$ cat config.mk
export PLATFORM = sky130hd
export DESIGN_NAME = fp_recip_scheduler
export DESIGN_NICKNAME = d
export VERILOG_FILES = /design/src/rtl/fp_recip_pkg.sv /design/src/rtl/fp_recip_lut.sv /design/src/rtl/fp_recip_rr_arbiter.sv /design/src/rtl/fp_recip_scheduler.sv
export SDC_FILE = /design/constraint.sdc
export NUM_CORES = 1
export LEC_CHECK = 0
export CAP_MARGIN = 10
export CORE_ASPECT_RATIO = 1.2
export CORE_MARGIN = 4
export CORE_UTILIZATION = 50
export CTS_BUF_LIST = sky130_fd_sc_hd__clkbuf_2 sky130_fd_sc_hd__clkbuf_4 sky130_fd_sc_hd__clkbuf_8
export CTS_CLUSTER_SIZE = 8
export DETAILED_ROUTE_END_ITERATION = 8
export PLACE_DENSITY_LB_ADDON = 0.12
export SYNTH_ARGS = -nofsm -noshare
export SYNTH_HDL_FRONTEND = slang
export SYNTH_SLANG_ARGS = --single-unit
$ cat constraint.sdc
create_clock -name clk -period 6.1 [get_ports clk]
set_clock_uncertainty 0.15 [all_clocks]
set_input_delay 0.61 -clock clk [delete_from_list [all_inputs] [get_ports clk]]
set_output_delay 0.61 -clock clk [all_outputs]
set_load 0.01 [all_outputs]
$ cat src/rtl/fp_recip_pkg.sv
`default_nettype none
// ============================================================================
//  Module      : fp_recip_pkg
//  Description : Shared definitions for the FP12 -> FP16 reciprocal scheduler.
//                FP12 is E5M6 (bias 15), FP16 is E5M10 (bias 15).
//                Field layout of FP12: sign [11], exponent [10:6],
//                mantissa [5:0].
//  Revision    : 1.0  initial release
// ============================================================================
package fp_recip_pkg;

   localparam int FP12_W        = 12;
   localparam int FP12_SIGN_BIT = 11;
   localparam int FP12_EXP_HI   = 10;
   localparam int FP12_EXP_LO   = 6;
   localparam int FP12_MANT_HI  = 5;
   localparam int FP12_MANT_LO  = 0;

   localparam logic [4:0]  FP12_EXP_MAX = 5'h1F;
   localparam logic [15:0] FP16_POS_INF = 16'h7C00;
   localparam logic [15:0] FP16_QNAN    = 16'h7E00;

   typedef struct packed {
      logic       sign;
      logic [4:0] exp;
      logic [5:0] mant;
   } fp12_t;

endpackage : fp_recip_pkg
`default_nettype wire

$ cat src/rtl/fp_recip_lut.sv
`default_nettype none
// ============================================================================
//  Module      : fp_recip_lut
//  Description : Combinational FP12 -> FP16 reciprocal, table based.
//                Normal and subnormal FP12 inputs are handled; results that
//                overflow become inf, tiny results become FP16 subnormals.
//                Inf/NaN/zero inputs are not meaningful here and are
//                resolved by the caller.
//  Ports       : operand (FP12 in), result (FP16 out)
//  Revision    : 1.0  initial release
// ============================================================================
module fp_recip_lut
   import fp_recip_pkg::*;
(
   input  logic [11:0] operand,
   output logic [15:0] result
);

   fp12_t              op;
   logic [14:0]        rom [0:63];
   logic [2:0]         lead;
   logic [5:0]         mn;
   logic signed [7:0]  ee;
   logic signed [7:0]  ex;
   logic [14:0]        v;
   logic [9:0]         sig_n;
   logic [9:0]         sig_s0;
   logic [9:0]         sig_s1;

   assign op = fp12_t'(operand);

   // rom[m] = floor(2^20 / (64+m)): the reciprocal of 1.m with 3 spare bits
   // below the FP16 LSB. Entry 0 is 1.0 (the exact 2^13 scale) so that the
   // exponent bookkeeping below treats a zero fraction separately.
   genvar i;
   generate
      for (i = 0; i < 64; i++) begin : g_rom
         localparam logic [14:0] ROM_VAL = (i == 0) ? 15'd8192 :
                                           15'((32'd1 << 20) / (32'd64 + 32'(i)));
         assign rom[i] = ROM_VAL;
      end
   endgenerate

   // Subnormal inputs are renormalised so the table sees a 1.f value.
   always_comb begin
      lead = 3'd0;
      for (int k = 0; k < 6; k++) begin
         if (op.mant[k]) lead = 3'(k);
      end
      if (op.exp == 5'd0) begin
         mn = 6'(op.mant << (3'd6 - lead));
         ee = $signed({5'd0, lead}) - 8'sd5;
      end else begin
         mn = op.mant;
         ee = $signed({3'd0, op.exp});
      end
      ex = (mn == 6'd0) ? (8'sd30 - ee) : (8'sd29 - ee);
   end

   assign v = rom[mn];

   // Adding half an output LSB before truncating gives round-to-nearest;
   // the quotient 2^k/(64+m) is never exactly halfway, so no tie handling.
   assign sig_n  = 10'((v + 15'd4)  >> 3);
   assign sig_s0 = 10'((v + 15'd8)  >> 4);
   assign sig_s1 = 10'((v + 15'd16) >> 5);

   always_comb begin
      if (ex > 8'sd30)
         result = {op.sign, FP16_POS_INF[14:0]};
      else if (ex >= 8'sd1)
         result = {op.sign, ex[4:0], sig_n};
      else if (ex == 8'sd0)
         result = {op.sign, 5'd0, sig_s0};
      else if (ex == -8'sd1)
         result = {op.sign, 5'd0, sig_s1};
      else
         result = {op.sign, 15'd0};
   end

endmodule : fp_recip_lut
`default_nettype wire

$ cat src/rtl/fp_recip_rr_arbiter.sv
`default_nettype none
// ============================================================================
//  Module      : fp_recip_rr_arbiter
//  Description : Round-robin grant among NUM_REQ requesters. The search
//                starts one past the last accepted index and wraps; the
//                pointer moves only when the granted request is accepted.
//  Ports       : clk, rst_n, req (valids), update (accept strobe),
//                grant (one-hot, zero when idle), grant_idx
//  Revision    : 1.0  initial release
// ============================================================================
module fp_recip_rr_arbiter #(
   parameter  int NUM_REQ = 4,
   localparam int SRC_W   = $clog2(NUM_REQ)
) (
   input  logic               clk,
   input  logic               rst_n,
   input  logic [NUM_REQ-1:0] req,
   input  logic               update,
   output logic [NUM_REQ-1:0] grant,
   output logic [SRC_W-1:0]   grant_idx
);

   logic [SRC_W-1:0] ptr;
   logic [SRC_W-1:0] idx;
   logic             found;

   always_comb begin
      grant     = '0;
      grant_idx = '0;
      found     = 1'b0;
      idx       = '0;
      for (int i = 1; i <= NUM_REQ; i++) begin
         idx = SRC_W'((int'(ptr) + i) % NUM_REQ);
         if (!found && req[idx]) begin
            found     = 1'b1;
            grant_idx = idx;
         end
      end
      if (found) grant[grant_idx] = 1'b1;
   end

   // Reset to the last index so requester 0 wins the first search.
   always_ff @(posedge clk or negedge rst_n) begin
      if (!rst_n)
         ptr <= SRC_W'(NUM_REQ - 1);
      else if (update)
         ptr <= grant_idx;
   end

endmodule : fp_recip_rr_arbiter
`default_nettype wire

$ cat src/rtl/fp_recip_scheduler.sv
`default_nettype none
// ============================================================================
//  Module      : fp_recip_scheduler
//  Description : Shares one FP12 -> FP16 reciprocal unit among NUM_REQ
//                requesters. Round-robin arbitration, 2-stage pipeline with
//                full backpressure, special-operand resolution (inf/NaN/0).
//                Optional statistics counters: FP_RECIP_SCHED_STATS_EN.
//  Ports       : clk, rst_n (async, active-low)
//                req_valid/req_ready/req_operand/req_tag  request side
//                rsp_valid/rsp_ready/rsp_result/rsp_src/rsp_tag  response
//                stat_issued, stat_stall  counters (0 when feature absent)
//  Revision    : 1.0  initial release
// ============================================================================
module fp_recip_scheduler
   import fp_recip_pkg::*;
#(
   parameter  int NUM_REQ = 4,
   parameter  int TAG_W   = 4,
   localparam int SRC_W   = $clog2(NUM_REQ)
) (
   input  logic                     clk,
   input  logic                     rst_n,
   input  logic [NUM_REQ-1:0]       req_valid,
   output logic [NUM_REQ-1:0]       req_ready,
   input  logic [NUM_REQ*12-1:0]    req_operand,
   input  logic [NUM_REQ*TAG_W-1:0] req_tag,
   output logic                     rsp_valid,
   input  logic                     rsp_ready,
   output logic [15:0]              rsp_result,
   output logic [SRC_W-1:0]         rsp_src,
   output logic [TAG_W-1:0]         rsp_tag,
   output logic [31:0]              stat_issued,
   output logic [31:0]              stat_stall
);

   typedef struct packed {
      logic [15:0]      result;
      logic [SRC_W-1:0] src;
      logic [TAG_W-1:0] tag;
   } rsp_t;

   logic               adv1, adv2, accept;
   logic [NUM_REQ-1:0] grant;
   logic [SRC_W-1:0]   grant_idx;
   logic [11:0]        sel_operand;
   logic [TAG_W-1:0]   sel_tag;

   logic               s1_valid;
   logic [11:0]        s1_operand;
   logic [SRC_W-1:0]   s1_src;
   logic [TAG_W-1:0]   s1_tag;
   logic [15:0]        lut_result;
   logic [15:0]        s1_result;

   logic               s2_valid;
   rsp_t               s2_rsp;

   assign adv2 = !s2_valid || rsp_ready;
   assign adv1 = !s1_valid || adv2;

   fp_recip_rr_arbiter #(.NUM_REQ(NUM_REQ)) u_arb (
      .clk       (clk),
      .rst_n     (rst_n),
      .req       (req_valid),
      .update    (accept),
      .grant     (grant),
      .grant_idx (grant_idx)
   );

   // Ready is the grant qualified by pipeline space; it never feeds back
   // into the grant search. Held low while reset is asserted.
   assign req_ready = rst_n ? (grant & {NUM_REQ{adv1}}) : '0;
   assign accept    = |(req_valid & req_ready);

   always_comb begin
      sel_operand = '0;
      sel_tag     = '0;
      for (int i = 0; i < NUM_REQ; i++) begin
         if (grant[i]) begin
            sel_operand = req_operand[12*i +: 12];
            sel_tag     = req_tag[TAG_W*i +: TAG_W];
         end
      end
   end

   always_ff @(posedge clk or negedge rst_n) begin
      if (!rst_n) begin
         s1_valid   <= 1'b0;
         s1_operand <= '0;
         s1_src     <= '0;
         s1_tag     <= '0;
      end else if (adv1) begin
         s1_valid <= accept;
         if (accept) begin
            s1_operand <= sel_operand;
            s1_src     <= grant_idx;
            s1_tag     <= sel_tag;
         end
      end
   end

   fp_recip_lut u_lut (
      .operand (s1_operand),
      .result  (lut_result)
   );

   // Exponent all-ones: inf -> signed zero, NaN -> canonical qNaN.
   // Zero -> signed inf. Everything else comes straight from the table.
   always_comb begin
      s1_result = lut_result;
      if (s1_operand[FP12_EXP_HI:FP12_EXP_LO] == FP12_EXP_MAX) begin
         if (s1_operand[FP12_MANT_HI:FP12_MANT_LO] == '0)
            s1_result = {s1_operand[FP12_SIGN_BIT], 15'h0000};
         else
            s1_result = FP16_QNAN;
      end else if (s1_operand[FP12_EXP_HI:FP12_MANT_LO] == '0) begin
         s1_result = {s1_operand[FP12_SIGN_BIT], FP16_POS_INF[14:0]};
      end
   end

   always_ff @(posedge clk or negedge rst_n) begin
      if (!rst_n) begin
         s2_valid <= 1'b0;
         s2_rsp   <= '0;
      end else if (adv2) begin
         s2_valid <= s1_valid;
         if (s1_valid) s2_rsp <= '{result: s1_result, src: s1_src, tag: s1_tag};
      end
   end

   assign rsp_valid  = s2_valid;
   assign rsp_result = s2_rsp.result;
   assign rsp_src    = s2_rsp.src;
   assign rsp_tag    = s2_rsp.tag;

`ifdef FP_RECIP_SCHED_STATS_EN
   logic [31:0] issued_cnt;
   logic [31:0] stall_cnt;

   always_ff @(posedge clk or negedge rst_n) begin
      if (!rst_n) begin
         issued_cnt <= '0;
         stall_cnt  <= '0;
      end else begin
         if (accept && (issued_cnt != 32'hFFFF_FFFF))
            issued_cnt <= issued_cnt + 32'd1;
         if (s2_valid && !rsp_ready && (stall_cnt != 32'hFFFF_FFFF))
            stall_cnt <= stall_cnt + 32'd1;
      end
   end

   assign stat_issued = issued_cnt;
   assign stat_stall  = stall_cnt;
`else
   assign stat_issued = '0;
   assign stat_stall  = '0;
`endif

endmodule : fp_recip_scheduler
`default_nettype wire
==> impl_table.tex <==
\begin{tabular}{lr}
\hline
Metric & Value \\
\hline
\multicolumn{2}{l}{\textbf{CTS}} \\
\quad Count of hold-fix buffers inserted at cts & 0 \\
\quad Buffers inserted by post-CTS timing repair & 0 \\
\quad Worst-skew pair later-pin latency & a little over 0.3 ns \\
\quad Clock Pin Slew Worst Setup and Hold Paths & around 0.090 ns \\
\quad Clock tree root driver cell & sky130\_fd\_sc\_hd\_\_clkbuf\_8 \\
\quad Count of H-tree levels built during CTS & 2 \\
\quad Number of buffers on the longest clock path & 2 \\
\quad CTS tree & done \\
\quad Cts bufs inserted & 5 \\
\quad CTS sink cnt & 44 \\
\multicolumn{2}{l}{\textbf{Floorplan}} \\
\quad Site row count & a little over 40 \\
\quad Effective utilization at floorplan & roughly half \\
\quad Die boundary height & around 120 um \\
\quad Die outline area & about 12,000 um\^{}2 \\
\quad Die width & around 100 um \\
\quad Core Footprint & roughly 11,000 um\^{}2 \\
\quad Ports & about 160 \\
\multicolumn{2}{l}{\textbf{STA}} \\
\quad Slew at the pin closest to its max-slew limit & $\sim$1.1 ns \\
\quad Fin crit period & 5.63 ns \\
\quad Peak Freq & roughly 180 MHz \\
\quad Unrepaired setup endpoints after global routing & no \\
\quad Fraction of the cycle the final worst path needs & between 90\% and 100\% \\
\quad Number of max-slew violations in the final report & 0 \\
\quad Worst slew margin relative to its limit & a little over a quarter \\
\quad Post-route setup TNS & 0 ns \\
\quad Final Hold Viols & 0 \\
\quad Post-route setup slack & 0.472 ns \\
\quad Final setup vio count & 0 \\
\multicolumn{2}{l}{\textbf{Drt}} \\
\quad Count of TritonRoute iterations in the first routing pass & 8 \\
\quad Via-to-Cell Ratio & about 6.1 \\
\quad Total Routed Length & roughly 17 mm \\
\quad Total via count after detailed routing & 5,491 \\
\quad Drc violations & 0 \\
\quad Final routed wire length divided by cell count & $\sim$18 um \\
\quad ANT nets after route & 0 \\
\quad DRC marker count from the first detailed-route iteration & 411 \\
\multicolumn{2}{l}{\textbf{Setup path}} \\
\quad Data arrival at the endpoint of the critical path & between 5 and 6 ns \\
\quad Type of the setup path with the least slack & register to register \\
\quad Slack of the worst reg-to-reg path & $\sim$0.47 ns \\
\quad CP max-delay cell & sky130\_fd\_sc\_hd\_\_dfrtp\_1 \\
\quad Critical Path Start Type & register \\
\quad Biggest cell delay along the critical path & about 0.46 ns \\
\quad CP Max Fanout & 11 \\
\quad Endpoint type of the worst setup path & register \\
\quad Crit path required time & about 6.2 ns \\
\quad Cell chain of the critical path & nor3b\_1 > or3\_1 > ha\_1 > or3\_1 > nand3\_1 > a21oi\_1 > o22a\_1 > inv\_1 > ha\_2 > nand2\_1 > o2bb2ai\_1 > o21ai\_0 > nor2b\_1 > o21ai\_0 > o21ai\_0 > inv\_1 > ha\_1 > inv\_1 > nor4\_1 > xor2\_1 > a21oi\_1 > a21o\_1 \\
\multicolumn{2}{l}{\textbf{Run}} \\
\quad \# Max-Cap Violations & 0 \\
\multicolumn{2}{l}{\textbf{Hold path}} \\
\quad Class of the tightest hold or removal check & primary input to asynchronous set/reset pin \\
\multicolumn{2}{l}{\textbf{Placement}} \\
\quad Number of buffer cells added on primary ports & between 90 and 100 \\
\quad Placement-stage cell area & about 6300 um\^{}2 \\
\quad Post-DP HPWL & around 13 mm \\
\quad Global placement routability congestion & about 0.94 \\
\quad Post-place setup slack & roughly 0.45 ns \\
\multicolumn{2}{l}{\textbf{Global route}} \\
\quad Global router's overall resource usage & between 20\% and 30\% \\
\quad Maximum number of pins on one net before global-route repair & 47 \\
\quad Residual overflow from global routing & 0 \\
\quad Number of global-route vias before repair & 5,244 \\
\quad Number of antenna violations at the first check in global routing & 0 \\
\quad First-pass GRT wire length & 26.1 mm \\
\multicolumn{2}{l}{\textbf{Final layout}} \\
\quad Fraction of layout cells with a size suffix above 1 & 10.4\% \\
\quad Layout filler cell count & between 900 and 1k \\
\quad Area of all placed cells without fillers & 6360 um\^{}2 \\
\quad Total Nets Final & 864 \\
\quad Final antenna diode count & 0 \\
\quad Area growth from synthesis to layout & 18.3\% \\
\multicolumn{2}{l}{\textbf{Yosys}} \\
\quad Number of enable-type register cells in the synthesized netlist & 0 \\
\quad Synthesis Warnings & 0 \\
\quad Mean post-synth cell area & around 7.8 um\^{}2 \\
\quad Count of distinct cell types in the synthesized netlist & 88 \\
\quad Async set-or-reset flop fraction in the synthesized netlist & between 90\% and 100\% \\
\quad Sequential element share of the synthesized area & a little over 20\% \\
\quad Mapped cell area & approximately 5400 um\^{}2 \\
\quad Flop and latch count out of synthesis & 44 \\
\quad Synthesized netlist cell count & 690 \\
\quad Ys flop type & sky130\_fd\_sc\_hd\_\_dfrtp\_1 \\
\multicolumn{2}{l}{\textbf{Run status}} \\
\quad Result of the run & finished clean \\
\hline
\end{tabular}
## area by class of cell
type	instances	area, um^2	area share [%]
multi-input cells	574	3720	58.4
repair buffers	128	1200	18.8
clock buffers	6	82.6	1.30
well taps	129	161	2.54
flip-flops and latches	44	1100	17.3
inverters	22	82.6	1.30
clock inverters	2	15.0	0.236
## sequential cells by signal (all words and copies together) (netlist names)
signal      cells
u_arb.ptr       2
s1_tag          4
s1_operand     12
rsp_result     16
s1_valid        1
rsp_valid       1
rsp_tag         4
rsp_src         2
s1_src          2
## logic make-up (layout without fill, tap and decap cells)
family / count (synthesis) / after routing / share of synthesized area, %
muxes: 10 / 10 / 2.02
AOI/OAI and AO/OA: 240 / 240 / 33.2
and+or+nand+nor: 214 / 214 / 20.5
buffers and inverters: 135 / 158 / 15.0
adders and majority gates: 18 / 18 / 4.19
other: 1 / 64 / 0.0697
DFF: 44 / 44 / 20.5
xor gates and xnor gates: 28 / 28 / 4.56
## layer usage
metal  routed length (um)  global-route usage (%)
met1                 6350                    30.8
met2                 8460                    45.8
met3                 1230                    4.98
met4                  513                    9.60
met5                    0                       0
## synth_stat cells, types with 8 or more instances
cell type	number	area share [%]
sky130_fd_sc_hd__clkbuf_1	25	1.7
sky130_fd_sc_hd__dfrtp_1	42	20
sky130_fd_sc_hd__ha_1	18	4.2
sky130_fd_sc_hd__a222oi_1	17	3.2
sky130_fd_sc_hd__nand2_1	67	4.7
sky130_fd_sc_hd__nor2_1	44	3.1
sky130_fd_sc_hd__a22o_1	20	3.3
sky130_fd_sc_hd__nor3_1	13	1.2
sky130_fd_sc_hd__o21ai_0	63	5.9
sky130_fd_sc_hd__nand4_1	8	0.93
sky130_fd_sc_hd__a211oi_1	14	2.0
sky130_fd_sc_hd__buf_2	15	1.4
sky130_fd_sc_hd__inv_1	19	1.3
sky130_fd_sc_hd__xnor2_1	24	3.9
sky130_fd_sc_hd__nand3_1	17	1.6
sky130_fd_sc_hd__buf_4	68	9.5
sky130_fd_sc_hd__a21oi_1	29	2.7
sky130_fd_sc_hd__nand2b_1	12	1.4
sky130_fd_sc_hd__or3_1	10	1.2
## critical path: cells and delay by family (launching register included)
| kind | cells | cell delay (ns) |
|---|---|---|
| AOI/OAI and AO/OA | 8 | 1.71 |
| and+or+nand+nor | 7 | 1.69 |
| DFF | 1 | 0.46 |
| buffers and inverters | 3 | 0.45 |
| xor gates and xnor gates | 1 | 0.30 |
| adders and majority gates | 3 | 0.75 |
## worst paths after layout
path	startpoint	endpoint	cells past startpoint
max in group asynchronous	rst_n	s1_operand[9]	2
min in group clk	s1_tag[0]	s1_tag[0]	2
max	s1_operand[1]	rsp_result[9]	22
max reg2reg	s1_operand[1]	rsp_result[9]	22
min	rst_n	rsp_result[7]	2
min reg2reg	s1_tag[0]	s1_tag[0]	2
## timing repair
action | 4_1_cts | 5_1_grt
setup endpoints to repair | 0 | 2
hold endpoints to repair | 0 | 0
resized for setup | 0 | 1
## cell usage in the layout, fill, tap and decap left out, drive strengths merged, types with 6 or more instances in the layout
| cell | synthesis | layout |
|---|---|---|
| o211ai | 6 | 6 |
| o21ai | 69 | 69 |
| buf | 87 | 32 |
| clkdlybuf4s50 | 0 | 96 |
| a31oi | 6 | 6 |
| a211oi | 15 | 15 |
| nor4 | 6 | 6 |
| a22o | 20 | 20 |
| dfrtp | 42 | 42 |
| nor2b | 7 | 7 |
| a211o | 6 | 6 |
| clkbuf | 26 | 6 |
| o221ai | 7 | 7 |
| o311ai | 9 | 9 |
| o31ai | 6 | 6 |
| or3 | 10 | 10 |
| a21oi | 31 | 31 |
| a222oi | 17 | 17 |
| nand2 | 68 | 68 |
| or4 | 6 | 6 |
| inv | 22 | 22 |
| nand4 | 8 | 8 |
| nor3 | 14 | 14 |
| conb | 1 | 64 |
| mux2 | 7 | 7 |
| nand3 | 17 | 17 |
| nor2 | 45 | 45 |
| nand2b | 12 | 12 |
| ha | 18 | 18 |
| xnor2 | 24 | 24 |
## stage by stage
stage,util (%),instances,hold WS [ns]
after floorplan,-,753,0.164
after CTS,60.5,905,0.263
after global routing,60.5,905,0.261
after global placement,59.5,897,0.309
final,60.5,905,0.214
after detailed placement,59.5,897,0.317
Power is not shown: default switching activity piles up to over one toggle a cycle in this logic, so the estimate is an artifact.
